### src/rtl/cdc_pkg.sv
// Shared definitions for the CDC bus master: address geometry, FSM states and
// region-aware address helpers.
package cdc_pkg;

  localparam int ADDR_W  = 6;
  localparam int REG_SEL = 5;
  localparam int RAM_AW  = 5;
  localparam int REG_AW  = 3;

  typedef enum logic [2:0] {
    IDLE,
    WR,
    RD_ADDR,
    RD_CAPT,
    RD_HOLD,
    FIN
  } state_t;

  // Next beat address, wrapping inside the RAM window or the 8-entry register window.
  function automatic logic [ADDR_W-1:0] addr_inc(input logic [ADDR_W-1:0] a);
    logic [ADDR_W-1:0] r;
    if (a[REG_SEL]) begin
      r = {1'b1, {(REG_SEL-REG_AW){1'b0}}, REG_AW'(a[REG_AW-1:0] + 1'b1)};
    end else begin
      r = {1'b0, RAM_AW'(a[RAM_AW-1:0] + 1'b1)};
    end
    return r;
  endfunction

  function automatic logic addr_illegal(input logic [ADDR_W-1:0] a);
    return a[REG_SEL] && (a[REG_SEL-1:REG_AW] != '0);
  endfunction

endpackage

### src/rtl/cdc_addr_gen.sv
// Combinational next-address generator for burst beats.
module cdc_addr_gen
  import cdc_pkg::*;
(
  input  logic [ADDR_W-1:0] addr,
  output logic [ADDR_W-1:0] addr_nxt
);

  assign addr_nxt = addr_inc(addr);

endmodule

### src/rtl/cdc_bus_master.sv
// Burst command master for the CDC decoder bus: converts write/read bursts
// into single-cycle bus accesses with fully registered outputs.
module cdc_bus_master
  import cdc_pkg::*;
#(
  parameter int DATA_W = 16
) (
  input  logic                clk,
  input  logic                rst,
  input  logic                req_valid,
  output logic                req_ready,
  input  logic                req_wr,
  input  logic [ADDR_W-1:0]   req_addr,
  input  logic [4:0]          req_len,
  input  logic                wd_valid,
  input  logic [DATA_W-1:0]   wd_data,
  output logic                wd_ready,
  output logic                rd_valid,
  output logic [DATA_W-1:0]   rd_data,
  input  logic                rd_ready,
  output logic [ADDR_W-1:0]   CDC_A,
  output logic                CDC_wr,
  output logic [DATA_W-1:0]   CDC_D,
  input  logic [DATA_W-1:0]   CDC_Q,
  output logic                done,
  output logic                err
);

  state_t              state, state_n;
  logic [ADDR_W-1:0]   addr, addr_n, addr_nxt;
  logic [4:0]          cnt, cnt_n;
  logic                ill, ill_n;
  logic [ADDR_W-1:0]   cdc_a_n;
  logic                cdc_wr_n;
  logic [DATA_W-1:0]   cdc_d_n;
  logic [DATA_W-1:0]   rd_data_n;
  logic                hs_req, hs_wd, hs_rd;

  cdc_addr_gen u_addr_gen (
    .addr     (addr),
    .addr_nxt (addr_nxt)
  );

  assign hs_req = req_valid && req_ready;
  assign hs_wd  = (state == WR) && wd_valid && wd_ready;
  assign hs_rd  = (state == RD_HOLD) && rd_valid && rd_ready;

  always_comb begin
    state_n   = state;
    addr_n    = addr;
    cnt_n     = cnt;
    ill_n     = ill;
    cdc_a_n   = '0;
    cdc_wr_n  = 1'b0;
    cdc_d_n   = '0;
    rd_data_n = rd_data;
    unique case (state)
      IDLE: begin
        if (hs_req) begin
          addr_n = req_addr;
          cnt_n  = req_len;
          ill_n  = addr_illegal(req_addr);
          if (req_wr) begin
            state_n = WR;
          end else begin
            state_n = RD_ADDR;
            // The first read address must be on the bus during RD_ADDR itself.
            if (!ill_n) cdc_a_n = req_addr;
          end
        end
      end
      WR: begin
        if (ill) begin
          state_n = FIN;
        end else if (hs_wd) begin
          cdc_a_n  = addr;
          cdc_d_n  = wd_data;
          cdc_wr_n = 1'b1;
          addr_n   = addr_nxt;
          if (cnt == 5'd0) state_n = FIN;
          else             cnt_n   = cnt - 5'd1;
        end
      end
      RD_ADDR: begin
        if (ill) begin
          state_n = FIN;
        end else begin
          state_n = RD_CAPT;
          addr_n  = addr_nxt;
        end
      end
      RD_CAPT: begin
        state_n   = RD_HOLD;
        rd_data_n = CDC_Q;
      end
      RD_HOLD: begin
        if (hs_rd) begin
          if (cnt == 5'd0) begin
            state_n = FIN;
          end else begin
            cnt_n   = cnt - 5'd1;
            state_n = RD_ADDR;
            cdc_a_n = addr;
          end
        end
      end
      FIN:     state_n = IDLE;
      default: state_n = IDLE;
    endcase
  end

  // Registered state and outputs, each output derived from the next state.
  always_ff @(posedge clk) begin
    if (rst) begin
      state     <= IDLE;
      addr      <= '0;
      cnt       <= '0;
      ill       <= 1'b0;
      req_ready <= 1'b0;
      wd_ready  <= 1'b0;
      rd_valid  <= 1'b0;
      rd_data   <= '0;
      CDC_A     <= '0;
      CDC_wr    <= 1'b0;
      CDC_D     <= '0;
      done      <= 1'b0;
      err       <= 1'b0;
    end else begin
      state     <= state_n;
      addr      <= addr_n;
      cnt       <= cnt_n;
      ill       <= ill_n;
      req_ready <= (state_n == IDLE);
      wd_ready  <= (state_n == WR) && !ill_n;
      rd_valid  <= (state_n == RD_HOLD);
      rd_data   <= rd_data_n;
      CDC_A     <= cdc_a_n;
      CDC_wr    <= cdc_wr_n;
      CDC_D     <= cdc_d_n;
      done      <= (state_n == FIN);
      err       <= (state_n == FIN) && ill_n;
    end
  end

endmodule
### config.mk
export PLATFORM = sky130hd
export DESIGN_NAME = cdc_bus_master
export DESIGN_NICKNAME = d
export VERILOG_FILES = /design/src/rtl/cdc_pkg.sv /design/src/rtl/cdc_addr_gen.sv /design/src/rtl/cdc_bus_master.sv
export SDC_FILE = /design/constraint.sdc
export NUM_CORES = 1
export LEC_CHECK = 0
export ABC_AREA = 1
export CAP_MARGIN = 20
export CORE_MARGIN = 2
export CORE_UTILIZATION = 40
export DETAILED_ROUTE_END_ITERATION = 16
export PLACE_DENSITY = 0.74
export SYNTH_ARGS = -nofsm -noshare
export SYNTH_HDL_FRONTEND = slang
export SYNTH_SLANG_ARGS = --single-unit
### constraint.sdc
create_clock -name clk -period 2.3 [get_ports clk]
set_input_delay 0.23 -clock clk [delete_from_list [all_inputs] [get_ports clk]]
set_output_delay 0.23 -clock clk [all_outputs]
set_load 0.01 [all_outputs]
; Word-level counts from Yosys, hierarchy flattened
; Index checks and enable logic that the tools add are counted.
[op_classes]
add_sub_neg = 3
n_bitwise = 2
n_mux = 32
n_reduce_logical = 19
n_eq_ne = 12
[op_table]
columns = op, count
row1 = 6-bit two-way mux, 12
row2 = 6-bit case mux with 3 select lines, 2
row3 = 5-bit two-way mux, 5
row4 = 3-bit two-way mux, 7
row5 = 3-bit case mux with 5 select lines, 1
row6 = 5-bit case mux with 3 select lines, 1
row7 = "2-bit inequality test, second input constant", 5
row8 = 5-bit AND reduction, 2
row9 = "3-bit equality test, second input constant", 3
row10 = 1-bit logical AND, 8
row11 = "3-bit by 1-bit equality test with 1-bit output, second input constant", 2
row12 = "3-bit by 2-bit equality test with 1-bit output, second input constant", 2
row13 = 3-bit logical NOT, 2
row14 = 3-bit nonzero test, 2
row15 = "5-bit by 1-bit adder with 5-bit output, second input constant", 1
row16 = 5-bit logical NOT, 1
row17 = "5-bit by 1-bit subtractor with 5-bit output, second input constant", 1
row18 = 4-bit OR reduction, 1
row19 = "3-bit by 1-bit adder with 3-bit output, second input constant", 1
row20 = 1-bit two-way mux, 3
row21 = 3-bit OR reduction, 1
row22 = 2-bit two-way mux, 1
row23 = 1-bit inverter, 2
row24 = 2-bit nonzero test, 1
row25 = 1-bit logical NOT, 1
[totals]
word_cells = 81
inputBits = 49
reg_bits = 59
output_inout_bits = 44

; Longest topological paths before layout
; Gate-level depths: netlist of the first run.
[logic_depth]
word_depth = 8
mapped_depth = 10
ltp_nobuf = 9

; By module
; A second synthesis of the first run with hierarchy kept.
[unflattened]
hier_cells = 357
hier_area_um2 = 2539.9
[by_module_without_submodules]
columns = mod, n_inst, cells_each, seq_area_each_um2, area_each_um2
row1 = cdc_bus_master, 1, 340, 1181.1, 2456.1
row2 = cdc_addr_gen, 1, 17, 0.0, 83.8

; Worst setup path after synthesis of the first run
; Ideal clock, no wire load.
[synth_timing]
kind = register to register
startpoint = register state[0]
endpoint = register err
slack_ns = 1.027
t_required_ns = 2.187
synth_period_minus_slack_ns = 1.273
n_path_buf = 1
path_stages_with_launch = 10
setup_ns = 0.113
t_arrival_ns = 1.160
cell_sequence = dfxtp_1 -> buf_2 -> nor2_4 -> nand2_2 -> nor2_1 -> nand2_1 -> nand3_1 -> nand2_1 -> nand3_1 -> nor2_1
[synth_between]
elab_chain_len = 8
word_cells_on_any_way = 18
cone_classes = 5 x eq/ne / 7 x mux / 6 x reduce/logical
[synth_rtl]
columns = element, line
row1 = "start, declared", cdc_bus_master.sv:29  ; state_t state, state_n;
row2 = "start signal, assigned", cdc_bus_master.sv:129  ; state <= state_n;
row3 = 3-bit by 1-bit equality test with 1-bit output, "cdc_bus_master.sv:45, cdc_bus_master.sv:57"
row4 = 1-bit logical AND (2 in series), cdc_bus_master.sv:45  ; assign hs_wd = (state == WR) && wd_valid && wd_ready;
row5 = 3-bit two-way mux, cdc_bus_master.sv:75  ; end else if (hs_wd) begin
row6 = 3-bit two-way mux, cdc_bus_master.sv:73  ; if (ill) begin
row7 = 3-bit case mux with 5 select lines, cdc_bus_master.sv:57  ; unique case (state)
row8 = 3-bit equality test, cdc_bus_master.sv:141  ; err <= (state_n == FIN) && ill_n;
row9 = 1-bit logical AND (*), cdc_bus_master.sv:141
row10 = "end signal, assigned", cdc_bus_master.sv:141
row11 = "end, declared", cdc_bus_master.sv:26  ; output logic err
; Mark *: on every way between the ends. The rest lies on a longest branch, timed or not.
; A chain may end at the register's enable or synchronous reset.

; Final worst setup path of the first run
[layout_timing]
startpoint = register state[0]
endpoint = register rd_data[3]
[layout_between]
elab_chain_len = 1
[layout_rtl]
columns = element, line
row1 = 3-bit by 2-bit equality test with 1-bit output, cdc_bus_master.sv:57
row2 = "end signal, assigned", cdc_bus_master.sv:136  ; rd_data <= rd_data_n;
row3 = "end, declared", cdc_bus_master.sv:19  ; output logic [DATA_W-1:0] rd_data,
; Every way passes these cells.

==> impl_metrics.py, run 1 <==
metrics = {
    "min_path": {
        "min_path_cells": 3,
        "min_path_type": "in -> reg",
        "hp-start": "wd_data[15]",
        "hold_end": "CDC_D[15]",
    },
    "yosys": {
        "netlist_area_um2": 2490,
        "yosysTopAreaCellShare_pct": 47.4,
        "postSynthAreaPerCell_um2": 7.20,
        "synthDistinctLibCells": 25,
        "synth_top_area_cell": "dfxtp_1",
        "synthCells": 346,
        "ys_ff_latch": 59,
        "syn-num-nets": 398,
        "yosysSeqAreaShare_pct": 47.4,
        "netlist_top_cells_area": "dfxtp_1, nor2_1, nand2_1",
        "ys_warn_count": 0,
    },
    "worst_setup_path": {
        "end_kind": "flip-flop",
        "timing.rr.start": "state[0]",
        "cp_max_fo": 17,
        "start_kind": "flip-flop",
        "crit_type": "reg -> reg",
        "worstPathRequired_ns": 2.52,
        "cp.arrival_ns": 1.87,
        "regToRegSetupSlack_ns": 0.65,
        "worst_r2r_path_depth": 5,
        "r2r_end": "rd_data[3]",
        "critical_path.startpoint": "state[0]",
    },
    "finish": {
        "n_fill_cell": 554,
        "antenna_cells": 0,
        "final_core_util_pct": 61.4,
        "final_common_cell": "clkdlybuf4s50_1",
        "finalNetCount": 497,
        "final_cell_mix": "clkdlybuf4s50_1, nor2_1, nand2_1",
        "area_growth_pct": 46.9,
        "drive_gt1_share_pct": 7.83,
    },
    "pwr": {
        "pwr-share-seq_pct": 43.5,
        "p_switching_mw": 0.842,
        "power_density_nw_per_um2": 743,
        "p_int_mw": 1.88,
        "comb_power_share_pct": 25.4,
        "p_leak_nw": 1.68,
        "power.share.clock_pct": 31.1,
        "peakVddDrop_v": 0.000396,
        "power.share.switching_pct": 31.0,
    },
    "route": {
        "dr.pass1.iters": 4,
        "first_iter_violations": 109,
        "drc": 0,
        "vias_per_cell": 4.58,
        "antenna_left": 0,
        "wirelength_um": 5980,
        "num_vias": 2392,
        "wl_per_cell_um": 11.5,
    },
    "die": {
        "core-area_um2": 5960,
        "rows": 28,
        "dieWidth_um": 82.9,
        "die-area_um2": 6870,
        "die-height_um": 82.9,
        "initial_utilization_pct": 41.8,
        "io_pins": 93,
    },
    "timing": {
        "skew_ns": 0.00979,
        "hold_violations": 0,
        "slew_headroom_pct": 65.7,
        "rsz0062_at_grt": "false",
        "finalSetupTns_ns": 0,
        "fmax_mhz": 605,
        "min_period_ns": 1.65,
        "finalSetupViolations": 0,
        "tightest_slew_ns": 0.508,
        "drv_slew": 0,
        "timing.final.crit_share_pct": 71.9,
    },
    "clocking": {
        "cts_tree": "yes",
        "cts_resized": 0,
        "cts.hold.buffers_added": 0,
        "cts_buffers": 9,
        "clk_pin_slew_worst_paths_ns": 0.06,
        "htreeDepth": 3,
        "clockBufferDepth": 2,
        "clock_sinks": 59,
        "clkLatencyLatePin_ns": 0.32,
        "post_cts_buffers": 0,
        "root_buffer": "clkbuf_8",
    },
    "global_route": {
        "grt_max_degree": 19,
        "grt_pass1_vias": 2230,
        "antenna_found_initial": 0,
        "grt_pass1_wl_um": 10100,
        "track_usage_pct": 17.9,
        "overflow": 0,
    },
    "place": {
        "io_buffer_count": 92,
        "dp.final_hpwl_um": 4400,
        "gp_congestion": 0.877,
    },
    "job": {
        "max-cap-violations": 0,
    },
    "status": {
        "outcome": "completed",
    },
}
-- cell families after synthesis --
kind of cell	count (synthesis)	share of synthesized area (%)
simple gates	190	33.7
flops	59	47.4
buf+inv	53	8.59
compound gates	38	7.69
xor+xnor	3	1.06
fa+ha+maj	3	1.51
-- cell type report --
type | count | area, um2 | area share (%)
tap | 75 | 93.8 | 2.57
multi-input combinational | 234 | 1090 | 29.9
timing repair buffer | 95 | 943 | 25.8
inverter | 46 | 175 | 4.79
sequential | 59 | 1180 | 32.3
clock inverter | 4 | 45.0 | 1.23
clock buffer | 9 | 124 | 3.39
-- power by group through the flow --
stage / registers [mW] / clock network (mW) / logic [mW]
after detailed placement: 1.20 / 0 / 0.686
after global routing: 1.19 / 0.928 / 0.798
final: 1.18 / 0.845 / 0.690
after CTS: 1.18 / 0.874 / 0.691
after global placement: 1.20 / 0 / 0.671
after floorplan: 1.19 / 0 / 0.472
-- synth_stat cells --
master	count
nor2_2	2
clkbuf_1	1
nand3_4	2
o21ai_1	1
buf_1	1
inv_4	1
ha_1	3
xor2_1	2
nor3_2	1
nor2_4	6
xnor2_1	1
a31oi_1	1
inv_1	42
nand3_2	1
inv_2	3
a21oi_1	8
buf_2	4
dfxtp_1	59
nand2_2	3
o21ai_0	28
nor2_1	83
nand4_1	3
buf_6	1
nand2_1	72
nand3_1	17
-- worst max-delay path, stage by stage, from the launching register on --
cell     delay, ns
dfxtp_1       0.50
nand2_1       0.18
nor2_4        0.29
inv_1         0.31
nor2_1        0.19
nor2_1        0.07
-- flip-flops by register name, summed over array words and instances (netlist names) --
register	flops
req_ready	1
CDC_D	16
CDC_wr	1
addr	6
done	1
wd_ready	1
CDC_A	6
rd_data	16
rd_valid	1
ill	1
state	3
err	1
cnt	5
-- worst max path at each step --
stage	depth (start not counted)	slack, ns	to
after floorplan	9	1.03	err
after global placement	6	0.73	wd_ready
after detailed placement	6	0.66	wd_ready
after CTS	5	0.65	rd_data[3]
after global routing	5	0.47	rd_data[8]
final	5	0.65	rd_data[3]
-- metal layers --
layer | routed length [um] | vias up | part of all wire [%] | GRT usage, %
met5 | 0 | - | 0 | 0
met1 | 2570 | 1038 | 43 | 21.1
met2 | 2880 | 93 | 48 | 29.0
met4 | 14 | 0 | 0.23 | 6.71
met3 | 519 | 3 | 8.7 | 7.46
li1 | - | 1258 | - | -
-- per-stage QoR --
stage / total power, mW / hold slack [ns] / std cells / cell area, um2 / setup slack, ns
2_1_floorplan: 1.66 / 0.302 / 346 / 2490 / 1.03
6_report: 2.72 / 0.422 / 522 / 3660 / 0.647
5_1_grt: 2.92 / 0.411 / 522 / 3660 / 0.468
4_1_cts: 2.75 / 0.401 / 522 / 3660 / 0.651
3_3_place_gp: 1.87 / 0.491 / 509 / 3490 / 0.732
3_5_place_dp: 1.89 / 0.500 / 509 / 3490 / 0.662
No activity file was read; power rests on OpenSTA's default activity.
==> run 2: changes to the inputs <==
==> constraint.sdc (replaced) <==
create_clock -name clk -period 1.6 [get_ports clk]
set_input_delay 0.16 -clock clk [delete_from_list [all_inputs] [get_ports clk]]
set_output_delay 0.16 -clock clk [all_outputs]
set_load 0.01 [all_outputs]
==> run 2 against run 1 <==
  * Sequential share of layout area fell by 0.35 points
  * First-iteration DRC count grew 1.8%
  * Die area stayed put
  * Sequential cell count is the same
  * Largest cell class unchanged
  * Clock skew is 0.0015 ns lower
==> impl_metrics.py, run 2 (synthesis results as in run 1) <==
metrics = {
    "pwr": {
        "power_density_nw_per_um2": 1060,
        "p_leak_nw": 1.69,
        "p_total_mw": 3.92,
        "peakVddDrop_v": 0.000607,
    },
    "clocking": {
        "clk_pin_slew_worst_paths_ns": 0.08,
        "post_cts_buffers": 0,
        "cts_buffers": 9,
        "cts_resized": 0,
        "clkLatencyLatePin_ns": 0.34,
        "cts_tree": "yes",
        "cts.hold.buffers_added": 0,
        "htreeDepth": 3,
        "clockBufferDepth": 2,
        "clock_sinks": 59,
        "root_buffer": "clkbuf_8",
    },
    "finish": {
        "antenna_cells": 0,
        "multi_input_area_um2": 1090,
        "n_fill_cell": 566,
        "reg_top3": "CDC_D (16), rd_data (16)",
        "final_common_cell": "clkdlybuf4s50_1",
        "area_growth_pct": 48.5,
        "final_core_util_pct": 62.1,
        "finalNetCount": 500,
        "final_cell_mix": "clkdlybuf4s50_1, nor2_1, nand2_1",
        "drive_gt1_share_pct": 9.05,
        "final-seq-area_um2": 1180,
    },
    "die": {
        "rows": 28,
        "core-area_um2": 5960,
        "dieWidth_um": 82.9,
        "die-area_um2": 6870,
        "die-height_um": 82.9,
        "io_pins": 93,
        "initial_utilization_pct": 41.8,
    },
    "place": {
        "io_buffer_count": 92,
        "gp_congestion": 0.854,
        "dp.final_hpwl_um": 4350,
    },
    "timing": {
        "finalSetupViolations": 0,
        "tightest_slew_ns": 0.492,
        "whs_ns": 0.333,
        "fmax_mhz": 685,
        "rsz0062_at_grt": "false",
        "drv_slew": 0,
        "slew_headroom_pct": 67.1,
        "min_period_ns": 1.46,
        "timing.final.crit_share_pct": 91.2,
        "hold_violations": 0,
        "finalSetupTns_ns": 0,
        "skew_ns": 0.00826,
    },
    "global_route": {
        "track_usage_pct": 17.6,
        "grt_max_degree": 19,
        "antenna_found_initial": 0,
        "overflow": 0,
        "grt_pass1_vias": 2307,
        "grt_pass1_wl_um": 9850,
    },
    "worst_setup_path": {
        "cp.arrival_ns": 1.69,
        "worstPathRequired_ns": 1.83,
        "start_kind": "flip-flop",
        "crit_type": "reg -> reg",
        "end_kind": "flip-flop",
        "cp_max_fo": 10,
    },
    "min_path": {
        "min_path_type": "in -> reg",
    },
    "route": {
        "wl_per_cell_um": 10.9,
        "vias_per_cell": 4.58,
        "dr.pass1.iters": 4,
        "drc": 0,
        "wirelength_um": 5730,
        "first_iter_violations": 111,
        "antenna_left": 0,
        "num_vias": 2417,
    },
    "job": {
        "max-cap-violations": 0,
    },
    "status": {
        "outcome": "completed",
    },
}
[run 2: cell count changes in the layout (fill, tap and decap cells not counted)]
| cell | change |
|---|---|
| clkinv_4 | +1 |
| buf_4 | +3 |
| clkinv_2 | -3 |
| clkbuf_8 | +1 |
| bufinv_16 | -1 |
| clkinvlp_4 | +3 |
| inv_6 | +2 |
[run 2: path summary, 6_finish.rpt]
check,endpoint,slack (ns),from,cells after the start
hold / removal,CDC_D[6],0.33,wd_data[6],3
hold reg to reg,CDC_A[4],0.51,addr[4],2
setup reg to reg,addr[4],0.14,state[0],7
setup / recovery,addr[4],0.14,state[0],7
[run 2: per-layer routing]
metal	vias up	wire length, um	global-route usage (%)
li1	1266	-	-
met1	1078	2370	18.8
met2	67	2830	29.7
met3	6	466	9.54
met4	0	63	5.66
met5	-	0	0
[run 2: final cells by class]
| cell class | instances | area share [%] |
|---|---|---|
| Inverter | 46 | 4.74 |
| Clock buffer | 10 | 3.72 |
| Multi-Input combinational cell | 234 | 29.6 |
| Timing Repair Buffer | 98 | 26.1 |
| Sequential cell | 59 | 31.9 |
| Tap cell | 75 | 2.54 |
| Clock inverter | 6 | 1.32 |
[run 2: power breakdown]
part           internal (mW)  total (mW)  switching, mW
combinational          0.423       0.985          0.563
sequential              1.59        1.70          0.110
clock                  0.616        1.24          0.623
total                   2.63        3.92           1.30
[run 2: per-stage QoR]
step / std cells / setup slack (ns) / area (um2)
final: 528 / 0.140 / 3700
after global routing: 528 / 0.0118 / 3700
after CTS: 528 / 0.149 / 3700
after global placement: 512 / 0.137 / 3510
after detailed placement: 512 / 0.149 / 3510
after floorplan: 346 / 0.327 / 2490
[run 2: critical path, cell delays in order, from the launching register on]
cell	delay (ns)
dfxtp_1	0.50
inv_1	0.07
nand2_1	0.06
nor2_1	0.05
a21oi_1	0.26
nand3_4	0.19
nor2_1	0.16
nor2_1	0.06
